**src/rtl/bash_hash_params_pkg.sv**
```systemverilog
// Shared constants, level/state encodings and level-derived sizes for the
// Bash-Hash sponge controller.
package bash_hash_params_pkg;

   localparam int          BASH_F_ROUNDS = 24;
   localparam int          STATE_WORDS   = 24;
   localparam logic [7:0]  PAD_BYTE      = 8'h40;
   localparam logic [63:0] BASH_F_INIT   = 64'hB194_BAC8_0A08_F53B;
   localparam logic [63:0] BASH_F_CONST  = 64'hAED8_E07F_99E1_2BDC;

   typedef enum logic [1:0] {
      LVL_128 = 2'd0,
      LVL_192 = 2'd1,
      LVL_256 = 2'd2
   } level_t;

   typedef enum logic [2:0] {
      ST_IDLE,
      ST_INIT,
      ST_ABSORB,
      ST_PAD,
      ST_PERM,
      ST_SQUEEZE
   } state_t;

   function automatic logic [4:0] rate_words(level_t lvl);
      case (lvl)
         LVL_128: return 5'd16;
         LVL_192: return 5'd12;
         default: return 5'd8;
      endcase
   endfunction

   function automatic logic [4:0] digest_words(level_t lvl);
      case (lvl)
         LVL_128: return 5'd4;
         LVL_192: return 5'd6;
         default: return 5'd8;
      endcase
   endfunction

   // l/4, written into S[23] when a new hash is prepared
   function automatic logic [63:0] init_word(level_t lvl);
      case (lvl)
         LVL_128: return 64'd32;
         LVL_192: return 64'd48;
         default: return 64'd64;
      endcase
   endfunction

endpackage

```
**src/rtl/bash_f_rc_gen.sv**
```systemverilog
// bash-f round constant generator: Galois-style shift register that starts
// from BASH_F_INIT and advances one constant per round.
module bash_f_rc_gen
   import bash_hash_params_pkg::*;
(
   input  logic        aclk,
   input  logic        aresetn,
   input  logic        load,
   input  logic        step,
   output logic [63:0] rc
);

   always_ff @(posedge aclk or negedge aresetn) begin
      if (!aresetn) begin
         rc <= BASH_F_INIT;
      end else if (load) begin
         rc <= BASH_F_INIT;
      end else if (step) begin
         rc <= {1'b0, rc[63:1]} ^ (rc[0] ? BASH_F_CONST : 64'd0);
      end
   end

endmodule

```
**src/rtl/bash_hash_ctrl.sv**
```systemverilog
// Bash-Hash sponge sequencer: absorb with padding, 24-round permutation
// sequencing and digest squeeze, driving strobes/indices of the bash-f datapath.
//
// state      | meaning
// -----------+----------------------------------------------------------
// ST_IDLE    | ready for prep/start
// ST_INIT    | one cycle: clear state, load l/4 into S[23]
// ST_ABSORB  | accept message words into S[wc]
// ST_PAD     | one cycle: pad byte 0 of S[wc] (message ended on a full word)
// ST_PERM    | ROUNDS cycles of bash-f rounds
// ST_SQUEEZE | present digest words S[sc] until consumed
module bash_hash_ctrl
   import bash_hash_params_pkg::*;
#(
   parameter int SLEN   = 64,
   parameter int ROUNDS = BASH_F_ROUNDS
) (
   input  logic            aclk,
   input  logic            aresetn,
   input  logic [1:0]      level_i,
   input  logic            prep_i,
   input  logic            start_i,
   output logic            rdy_o,
   output logic            err_o,
   input  logic            in_valid_i,
   input  logic            in_last_i,
   input  logic [3:0]      in_nbytes_i,
   output logic            in_ready_o,
   output logic            dp_init_o,
   output logic [SLEN-1:0] dp_init_word_o,
   output logic            dp_absorb_o,
   output logic [3:0]      dp_nbytes_o,
   output logic            dp_pad_o,
   output logic [2:0]      dp_pad_byte_o,
   output logic [4:0]      dp_widx_o,
   output logic            dp_round_o,
   output logic [SLEN-1:0] dp_rc_o,
   output logic            out_valid_o,
   output logic            out_last_o,
   input  logic            out_ready_i
);

   state_t      state;
   level_t      level_q;
   logic        primed;
   logic        final_q;
   logic        padpend;
   logic [4:0]  wc;
   logic [4:0]  sc;
   logic [4:0]  rc_cnt;
   logic [4:0]  rate;
   logic [4:0]  digest;
   logic [3:0]  nb_eff;
   logic        short_last;
   logic [63:0] rc_word;

   assign rate   = rate_words(level_q);
   assign digest = digest_words(level_q);

   // Out-of-range byte counts on the last word are treated as a full word.
   assign nb_eff     = !in_last_i ? 4'd8 : ((in_nbytes_i > 4'd8) ? 4'd8 : in_nbytes_i);
   assign short_last = in_last_i && !nb_eff[3];

   bash_f_rc_gen u_rc_gen (
      .aclk    (aclk),
      .aresetn (aresetn),
      .load    (state != ST_PERM),
      .step    (state == ST_PERM),
      .rc      (rc_word)
   );

   assign dp_rc_o = rc_word[SLEN-1:0];

   always_ff @(posedge aclk or negedge aresetn) begin
      if (!aresetn) begin
         state   <= ST_IDLE;
         level_q <= LVL_128;
         primed  <= 1'b0;
         final_q <= 1'b0;
         padpend <= 1'b0;
         wc      <= '0;
         sc      <= '0;
         rc_cnt  <= '0;
         err_o   <= 1'b0;
      end else begin
         err_o <= 1'b0;
         case (state)
            ST_IDLE: begin
               if (prep_i) begin
                  if (level_i == 2'd3) begin
                     err_o <= 1'b1;
                  end else begin
                     level_q <= level_t'(level_i);
                     state   <= ST_INIT;
                  end
               end else if (start_i) begin
                  if (primed) begin
                     state   <= ST_ABSORB;
                     wc      <= '0;
                     final_q <= 1'b0;
                     padpend <= 1'b0;
                  end else begin
                     err_o <= 1'b1;
                  end
               end
            end
            ST_INIT: begin
               primed <= 1'b1;
               state  <= ST_IDLE;
            end
            ST_ABSORB: begin
               if (in_valid_i) begin
                  if (short_last) begin
                     state   <= ST_PERM;
                     final_q <= 1'b1;
                  end else if (wc == rate - 5'd1) begin
                     // block full; a full last word still owes a pad in the next block
                     state   <= ST_PERM;
                     wc      <= '0;
                     final_q <= 1'b0;
                     padpend <= in_last_i;
                  end else begin
                     wc <= wc + 5'd1;
                     if (in_last_i) state <= ST_PAD;
                  end
               end
            end
            ST_PAD: begin
               state   <= ST_PERM;
               final_q <= 1'b1;
               padpend <= 1'b0;
            end
            ST_PERM: begin
               if (rc_cnt == 5'(ROUNDS - 1)) begin
                  rc_cnt <= '0;
                  if (final_q) begin
                     state <= ST_SQUEEZE;
                     sc    <= '0;
                  end else if (padpend) begin
                     state <= ST_PAD;
                  end else begin
                     state <= ST_ABSORB;
                  end
               end else begin
                  rc_cnt <= rc_cnt + 5'd1;
               end
            end
            ST_SQUEEZE: begin
               if (out_ready_i) begin
                  if (sc == digest - 5'd1) begin
                     state  <= ST_IDLE;
                     primed <= 1'b0;
                  end else begin
                     sc <= sc + 5'd1;
                  end
               end
            end
            default: state <= ST_IDLE;
         endcase
      end
   end

   always_comb begin
      rdy_o          = 1'b0;
      in_ready_o     = 1'b0;
      dp_init_o      = 1'b0;
      dp_init_word_o = '0;
      dp_absorb_o    = 1'b0;
      dp_nbytes_o    = 4'd0;
      dp_pad_o       = 1'b0;
      dp_pad_byte_o  = 3'd0;
      dp_widx_o      = 5'd0;
      dp_round_o     = 1'b0;
      out_valid_o    = 1'b0;
      out_last_o     = 1'b0;
      case (state)
         ST_IDLE: rdy_o = 1'b1;
         ST_INIT: begin
            dp_init_o      = 1'b1;
            dp_init_word_o = SLEN'(init_word(level_q));
         end
         ST_ABSORB: begin
            in_ready_o = 1'b1;
            dp_widx_o  = wc;
            if (in_valid_i) begin
               dp_absorb_o   = 1'b1;
               dp_nbytes_o   = nb_eff;
               dp_pad_o      = short_last;
               dp_pad_byte_o = short_last ? nb_eff[2:0] : 3'd0;
            end
         end
         ST_PAD: begin
            dp_pad_o  = 1'b1;
            dp_widx_o = wc;
         end
         ST_PERM: dp_round_o = 1'b1;
         ST_SQUEEZE: begin
            out_valid_o = 1'b1;
            dp_widx_o   = sc;
            out_last_o  = (sc == digest - 5'd1);
         end
         default: ;
      endcase
   end

endmodule

```
**config.mk**
```make
export PLATFORM = sky130hd
export DESIGN_NAME = bash_hash_ctrl
export DESIGN_NICKNAME = d
export VERILOG_FILES = /design/src/rtl/bash_hash_params_pkg.sv /design/src/rtl/bash_f_rc_gen.sv /design/src/rtl/bash_hash_ctrl.sv
export SDC_FILE = /design/constraint.sdc
export NUM_CORES = 1
export LEC_CHECK = 0
export ABC_AREA = 1
export CELL_PAD_IN_SITES_DETAIL_PLACEMENT = 1
export CELL_PAD_IN_SITES_GLOBAL_PLACEMENT = 2
export CORE_MARGIN = 1.5
export CORE_UTILIZATION = 23
export CTS_CLUSTER_SIZE = 28
export DETAILED_ROUTE_END_ITERATION = 8
export GPL_ROUTABILITY_DRIVEN = 0
export GPL_TIMING_DRIVEN = 0
export PLACE_DENSITY = 0.78
export SYNTH_ARGS = -nofsm -noshare
export SYNTH_HDL_FRONTEND = slang
export SYNTH_SLANG_ARGS = --single-unit
```
**constraint.sdc**
```tcl
create_clock -name aclk -period 1.2 [get_ports aclk]
set_input_delay 0.12 -clock aclk [delete_from_list [all_inputs] [get_ports aclk]]
set_output_delay 0.12 -clock aclk [all_outputs]
set_load 0.03 [all_outputs]
```
==> results.md, run 1 <==
* Violated checks: negative setup slack
* DRT antenna net count at 0
* Post-synthesis cell type count at 33
* Final Max Tran Viols at 0
* Via count at 3860
* Antenna cells at 0
* Vias per cell at 3.963
* Clk sinks at between 80 and 90
* Critical Path AT at about 1.7 ns
* Core area at 18890 um^2
* DRT Wirelength at 13.95 mm
* Hold crit path type: input port to async pin
* Crit start category: flop
* Post-synth top area cell: dfrtp_1
* Final worst path period share at 1.517
* Clock Skews at 0.007162 ns
* Most frequent cell after synthesis: nand2_1
* R2R Path Start: state[1]$_DFFE_PN0P_
* Post-synth top cells: 73 x nand2_1, 62 x nor2_1, 61 x buf_4
* Area delta synth->final at 70.46%
* Max-cap violations at 0
* Synth Instances at 485
* PD cells at 1927 nW/um^2
* Synth Warn # at 0
* Clock buffer count from CTS at 9
* Sequential share of the synthesized area at 0.5000
* Slew margin rel. at 0.6535
* Chip Width at 142.5 um
* Vias in the first global route at about 4000
* 1st-iter DRT viols at 119
* Area contributors post-synth: dfrtp_1 33%, dfstp_2 17%, buf_4 10%
* Worst EP required at about 1.1 ns
* Worst-path clk slew at ~0.070 ns
* Main synth FF type: dfrtp_1
* Fin. Hold Viols at 0
* Mapped Area at roughly 4500 um^2
* CTS H-tree lvls at 3
* Leak pwr at ~3.7 nW
* Die span in y at ~140 um
* Dpl ws at -1.054 ns
* Crit path time final at 1.821 ns
* Wirelength per Cell at 14.33 um
* First-pass GRT wire length at between 20 and 25 mm
* Share of layout cells above drive strength 1 at 0.5728
* Largest net degree at the start of global routing at 54
* Fmax at 549.3 MHz
* Asr flop ratio synth at 1.000
* Status: complete, but fails checks
* Total negative slack at -29.24 ns
* Worst Setup SP: state[2]$_DFFE_PN0P_
* GRT Overall Usage at 0.1336
* Worst-Skew Late Latency at 0.35 ns
* RSZ-0062 raised after global routing: true
* # port buffers at 100
* CTS tree: built
* Syn Area/Cell at 9.231 um^2
* CP Max Fanout at 8
* Post-synth EDFFs at 0
* Layout fillers at between 2000 and 2500
* Drt pass-1 iters at 4
* # DRC at 0
* Detailed placer's ending HPWL at 9.592 mm
* Synthesized flop and latch total at 88
* Initial antenna violation count at 0
* Final core occ at 0.4039
* Worst setup margin at -0.6205 ns
* GR Overflow Total at 0
* Count of final setup violators at 111
* Clock Path Buffers at 2
* Total Nets Final at 725
* Row count at 50
* # IOs at 162
* Slew of the pin with the lowest slew margin at 0.5197 ns
* Initial core utilization at 0.2370
* Die area at 20310 um^2
* Root Buffer Master: clkbuf_16
* Critical path type: flop to output port
* Synth top area share at 0.3298
* Worst vdd ir at 1.022 mV
* Crit path capture type: output port
## registers in the layout (all words and copies together) (netlist names)
signal	cells
level_q	2
err_o	1
wc	5
rc_cnt	5
final_q	1
u_rc_gen.rc	64
state	3
primed	1
sc	5
padpend	1
## per-layer routing
metal	up-vias	wire length (um)	GRT usage
li1	1835	-	-
met1	1873	6340	0.1734
met2	139	6696	0.2200
met3	13	785	0.04374
met4	0	131	0.02116
met5	-	0	0
## placed cells by master (no fill, tap or decap), types with 9 or more instances in the layout
cell / Yosys / final
or2_2: 17 / 17
clkdlybuf4s50_1: 0 / 11
clkdlybuf4s15_2: 0 / 22
nand2_4: 2 / 9
nand2_2: 7 / 21
nor2_4: 6 / 25
xnor2_1: 35 / 16
buf_4: 61 / 105
buf_6: 1 / 57
conb_1: 1 / 61
nor2_1: 62 / 34
nand2_1: 73 / 50
dfstp_2: 29 / 29
buf_8: 0 / 11
nor2_2: 4 / 13
nand3_1: 18 / 12
dfrtp_1: 59 / 55
xnor2_2: 0 / 19
clkbuf_16: 0 / 9
buf_2: 11 / 14
inv_1: 40 / 34
## cell type report
| class | count | area [um^2] | area share |
|---|---|---|---|
| Clock inverter | 6 | 97.59 | 0.01279 |
| Timing Repair Buffer | 153 | 1521 | 0.1994 |
| Inverter | 45 | 181.4 | 0.02377 |
| Multi-Input combinational cell | 338 | 2364 | 0.3097 |
| Buffer | 74 | 659.4 | 0.08641 |
| Clock buffer | 10 | 239.0 | 0.03132 |
| Tap cell | 260 | 325.3 | 0.04263 |
| Sequential cell | 88 | 2243 | 0.2940 |
## stage by stage
step	power, W	cell area, um^2	hold slack, ns	instances
3_5_place_dp	0.009530	6374	0.1269	906
6_report	0.01470	7631	0.2872	974
2_1_floorplan	0.007705	5022	-0.1756	545
3_3_place_gp	0.009412	6349	0.4638	905
4_1_cts	0.01381	7181	0.2981	953
5_1_grt	0.01547	7631	0.3198	974
## worst paths after layout
| check | endpoint | slack, ns | depth (start not counted) |
|---|---|---|---|
| max | dp_pad_byte_o[1] | -0.62 | 9 |
| min | u_rc_gen.rc[31]$_DFF_PN0_ | 0.29 | 2 |
| max reg2reg | wc[2]$_DFFE_PN0P_ | -0.42 | 11 |
| min reg2reg | u_rc_gen.rc[62]$_DFF_PN0_ | 0.48 | 2 |
| max in group asynchronous | u_rc_gen.rc[44]$_DFF_PN1_ | 0.22 | 3 |
| min in group aclk | padpend$_DFFE_PN0P_ | 0.39 | 3 |
## worst max-delay path, cell delays in order (launching register included)
cell and delay (ns):
dfrtp_2 0.44, inv_4 0.09, nand2_8 0.05, nor2_4 0.10, buf_8 0.11, inv_4 0.03
nor2_4 0.16, nand2_8 0.13, nor2_4 0.11, buf_6 0.14
## power breakdown
part | internal, W | total, W | switching, W
sequential | 0.00366 | 0.00424 | 0.000582
clock | 0.00192 | 0.00319 | 0.00127
combinational | 0.00313 | 0.00728 | 0.00414
total | 0.00871 | 0.0147 | 0.00600
## kinds of logic (layout without fill, tap and decap cells)
group / after synthesis / after routing / synth area share
AOI/OAI and AO/OA: 32 / 32 / 0.03885
adders and majority gates: 3 / 3 / 0.008385
buffers and inverters: 120 / 288 / 0.1565
other: 1 / 61 / 0.0008377
and+or+nand+nor: 202 / 203 / 0.2191
xor gates and xnor gates: 39 / 39 / 0.07630
DFF: 88 / 88 / 0.5000
## repair_timing
action | in CTS | in global routing
cloned | 2 | 1
endpoints found under the hold margin | 26 | 0
hold buffers | 1 | 0
gates resized for setup | 535 | 100
pin swaps | 13 | 22
setup endpoints to repair | 173 | 131
setup buffers | 29 | 22
(Power assumes the default switching activity.)
==> inputs of run 2 (changes only) <==
--- a/config.mk
+++ b/config.mk
@@ -13,8 +13,7 @@
 export CTS_CLUSTER_SIZE = 28
 export DETAILED_ROUTE_END_ITERATION = 8
 export GPL_ROUTABILITY_DRIVEN = 0
-export GPL_TIMING_DRIVEN = 0
-export PLACE_DENSITY = 0.78
+export PLACE_DENSITY = 0.82
 export SYNTH_ARGS = -nofsm -noshare
 export SYNTH_HDL_FRONTEND = slang
 export SYNTH_SLANG_ARGS = --single-unit
==> results.md, run 2 (synthesized netlist as in run 1, its figures left out) <==
* Status: complete, but fails checks
* Violated checks: negative setup slack
* Clock buffer count from CTS at 9 (unchanged)
* Area delta synth->final at 59.87%
* Drt pass-1 iters at 4 (unchanged)
* Largest net degree at the start of global routing at 33 (-39%)
* Antenna cells at 0 (unchanged)
* Worst-path clk slew at 0.07 ns (about the same)
* Worst setup margin at -0.5332 ns (+0.08732 ns)
* First-pass GRT wire length at 20.97 mm (about the same)
* RSZ-0062 raised after global routing: true
* Die span in y at 142.5 um (unchanged)
* Max reg flops at 64 (unchanged)
* Clk sinks at 88 (unchanged)
* # DRC at 0 (unchanged)
* Via count at 3768 (-2.4%)
* Worst EP required at 1.08 ns (about the same)
* Fin. Hold Viols at 0 (unchanged)
* GR Overflow Total at 0 (unchanged)
* Worst vdd ir at 0.9086 mV (-11%)
* CP Cell Sequence: inv_4 > nand2_4 > nor2_4 > inv_4 > nor2_4 > nand2_8 > nor2_4 > buf_6
* Die area at 20310 um^2 (unchanged)
* Share of layout cells above drive strength 1 at 0.4928 (-0.07999)
* 1st-iter DRT viols at 130 (+9.2%)
* # IOs at 162 (unchanged)
* Hold crit path type: input port to async pin
* Chip Width at 142.5 um (unchanged)
* CTS H-tree lvls at 3 (unchanged)
* Commonest non-fill, non-tap cell in the layout: buf_4
* Fmax at 577.0 MHz (+5.0%)
* Core area at 18890 um^2 (unchanged)
* Count of final setup violators at 98 (-12%)
* Critical Path AT at 1.61 ns (-0.09 ns)
* Clock Path Buffers at 2 (unchanged)
* Max-cap violations at 0 (unchanged)
* Root Buffer Master: clkbuf_16
* Detailed placer's ending HPWL at 9.985 mm (+4.1%)
* Worst flop-to-flop path endpoint: state[1]$_DFFE_PN0P_
* Most frequent cells in the layout: 121 x buf_4, 66 x nand2_1, 61 x conb_1
* Crit path capture type: output port
* Critical path type: flop to output port
* DRT Wirelength at 13.52 mm (-3.1%)
* Most frequent CP cell: nor2_4
* Dpl ws at -0.3036 ns (+0.7509 ns)
* Worst reg-to-reg setup slack at -0.38 ns (+0.04 ns)
* DRT antenna net count at 0 (unchanged)
* Crit start category: flop
* Layout fillers at 2190 (+2.1%)
* CP Max Fanout at 8 (unchanged)
* CP bufs+invs at 3 (-1)
* Final Max Tran Viols at 0 (unchanged)
* Largest Register: u_rc_gen.rc
* WP depth at 8 (-1)
* Worst-Skew Late Latency at 0.35 ns (about the same)
* Crit-path slowest cell: dfrtp_2
* Family with the most delay on the worst path: simple AND/OR/NAND/NOR gates
* CTS tree: built
* GRT Overall Usage at 0.1338 (+0.0002253)
* WHS at 0.2458 ns (-0.04139 ns)
* Setup crit end: dp_pad_byte_o[1]
* Vias per cell at 3.933 (-0.75%)
* Initial antenna violation count at 0 (unchanged)
* R2R Path Start: state[1]$_DFFE_PN0P_
* Vias in the first global route at 3982 (-0.87%)
* Leak pwr at 3.478 nW (-5.9%)
* Cells on worst reg2reg path at 11 (unchanged)
* Crit path time final at 1.733 ns (-0.08732 ns)
* Wirelength per Cell at 14.11 um (-1.5%)
* Worst Setup SP: state[2]$_DFFE_PN0P_
* Final worst path period share at 1.444 (-0.07277)
* Initial core utilization at 0.2370 (unchanged)
* Clock Skews at 0.006558 ns (-0.0006044 ns)
* Crit-path max cell delay at 0.43 ns (about the same)
* Total Nets Final at 709 (-2.2%)
* Row count at 50 (unchanged)
* # port buffers at 100 (unchanged)
* PD cells at 1925 nW/um^2 (about the same)
## run 2: cell types whose count changed in the layout (fill, tap and decap cells not counted), sizes merged
cell	delta
nand2	-1
clkdlybuf4s15	-1
clkinv	-1
clkinvlp	+2
inv	+1
bufbuf	-1
buf	-14
bufinv	-1
## run 2: worst min path at each step
stage / depth (start not counted) / start / endpoint / slack, ns
6_report: 2 / aresetn / u_rc_gen.rc[32]$_DFF_PN0_ / 0.25
5_1_grt: 2 / aresetn / u_rc_gen.rc[2]$_DFF_PN0_ / 0.24
4_1_cts: 2 / aresetn / u_rc_gen.rc[29]$_DFF_PN0_ / 0.23
3_5_place_dp: 1 / aresetn / u_rc_gen.rc[29]$_DFF_PN0_ / 0.06
3_3_place_gp: 1 / aresetn / u_rc_gen.rc[29]$_DFF_PN0_ / 0.04
2_1_floorplan: 0 / aresetn / err_o$_DFF_PN0_ / -0.18
## run 2: area by class of cell
cell class / count / area (um^2) / share of cell area
flip-flops and latches: 88 / 2241 / 0.3131
multi-input cells: 337 / 2098 / 0.2932
repair buffers: 212 / 2006 / 0.2802
well taps: 260 / 325.3 / 0.04545
clock buffers: 9 / 225.2 / 0.03147
inverters: 45 / 176.4 / 0.02465
clock inverters: 7 / 85.08 / 0.01189
## run 2: where the power goes
part | switching [W] | internal, W | total (W)
registers | 0.000448 | 0.00366 | 0.00410
logic | 0.00384 | 0.00288 | 0.00672
clock network | 0.00130 | 0.00166 | 0.00295
total | 0.00558 | 0.00819 | 0.0138
## run 2: per-stage QoR
stage	setup TNS, ns	util	instances	power (W)	instance area (um^2)
CTS	-26.72	0.3719	947	0.01374	7025
global route	-35.16	0.3788	958	0.01456	7157
finish	-24.42	0.3788	958	0.01378	7157
detailed placement	-16.97	0.3364	914	0.01014	6355
global placement	-12.40	0.3364	914	0.009935	6355
floorplan	-10.82	-	545	0.007705	5022
## run 2: what timing repair did
action	CTS	global route
setup buffers	16	10
cloned	0	1
pin swaps	6	5
endpoints found under the hold margin	35	0
hold buffers	1	0
resized for setup	132	26
setup endpoints to repair	135	132
## run 2: per-layer routing
layer	track usage	up-vias	wire length [um]
met5	0	-	0
met2	0.2422	132	6940
met3	0.03567	10	806
met4	0.02767	0	109
li1	-	1791	-
met1	0.1582	1835	5661
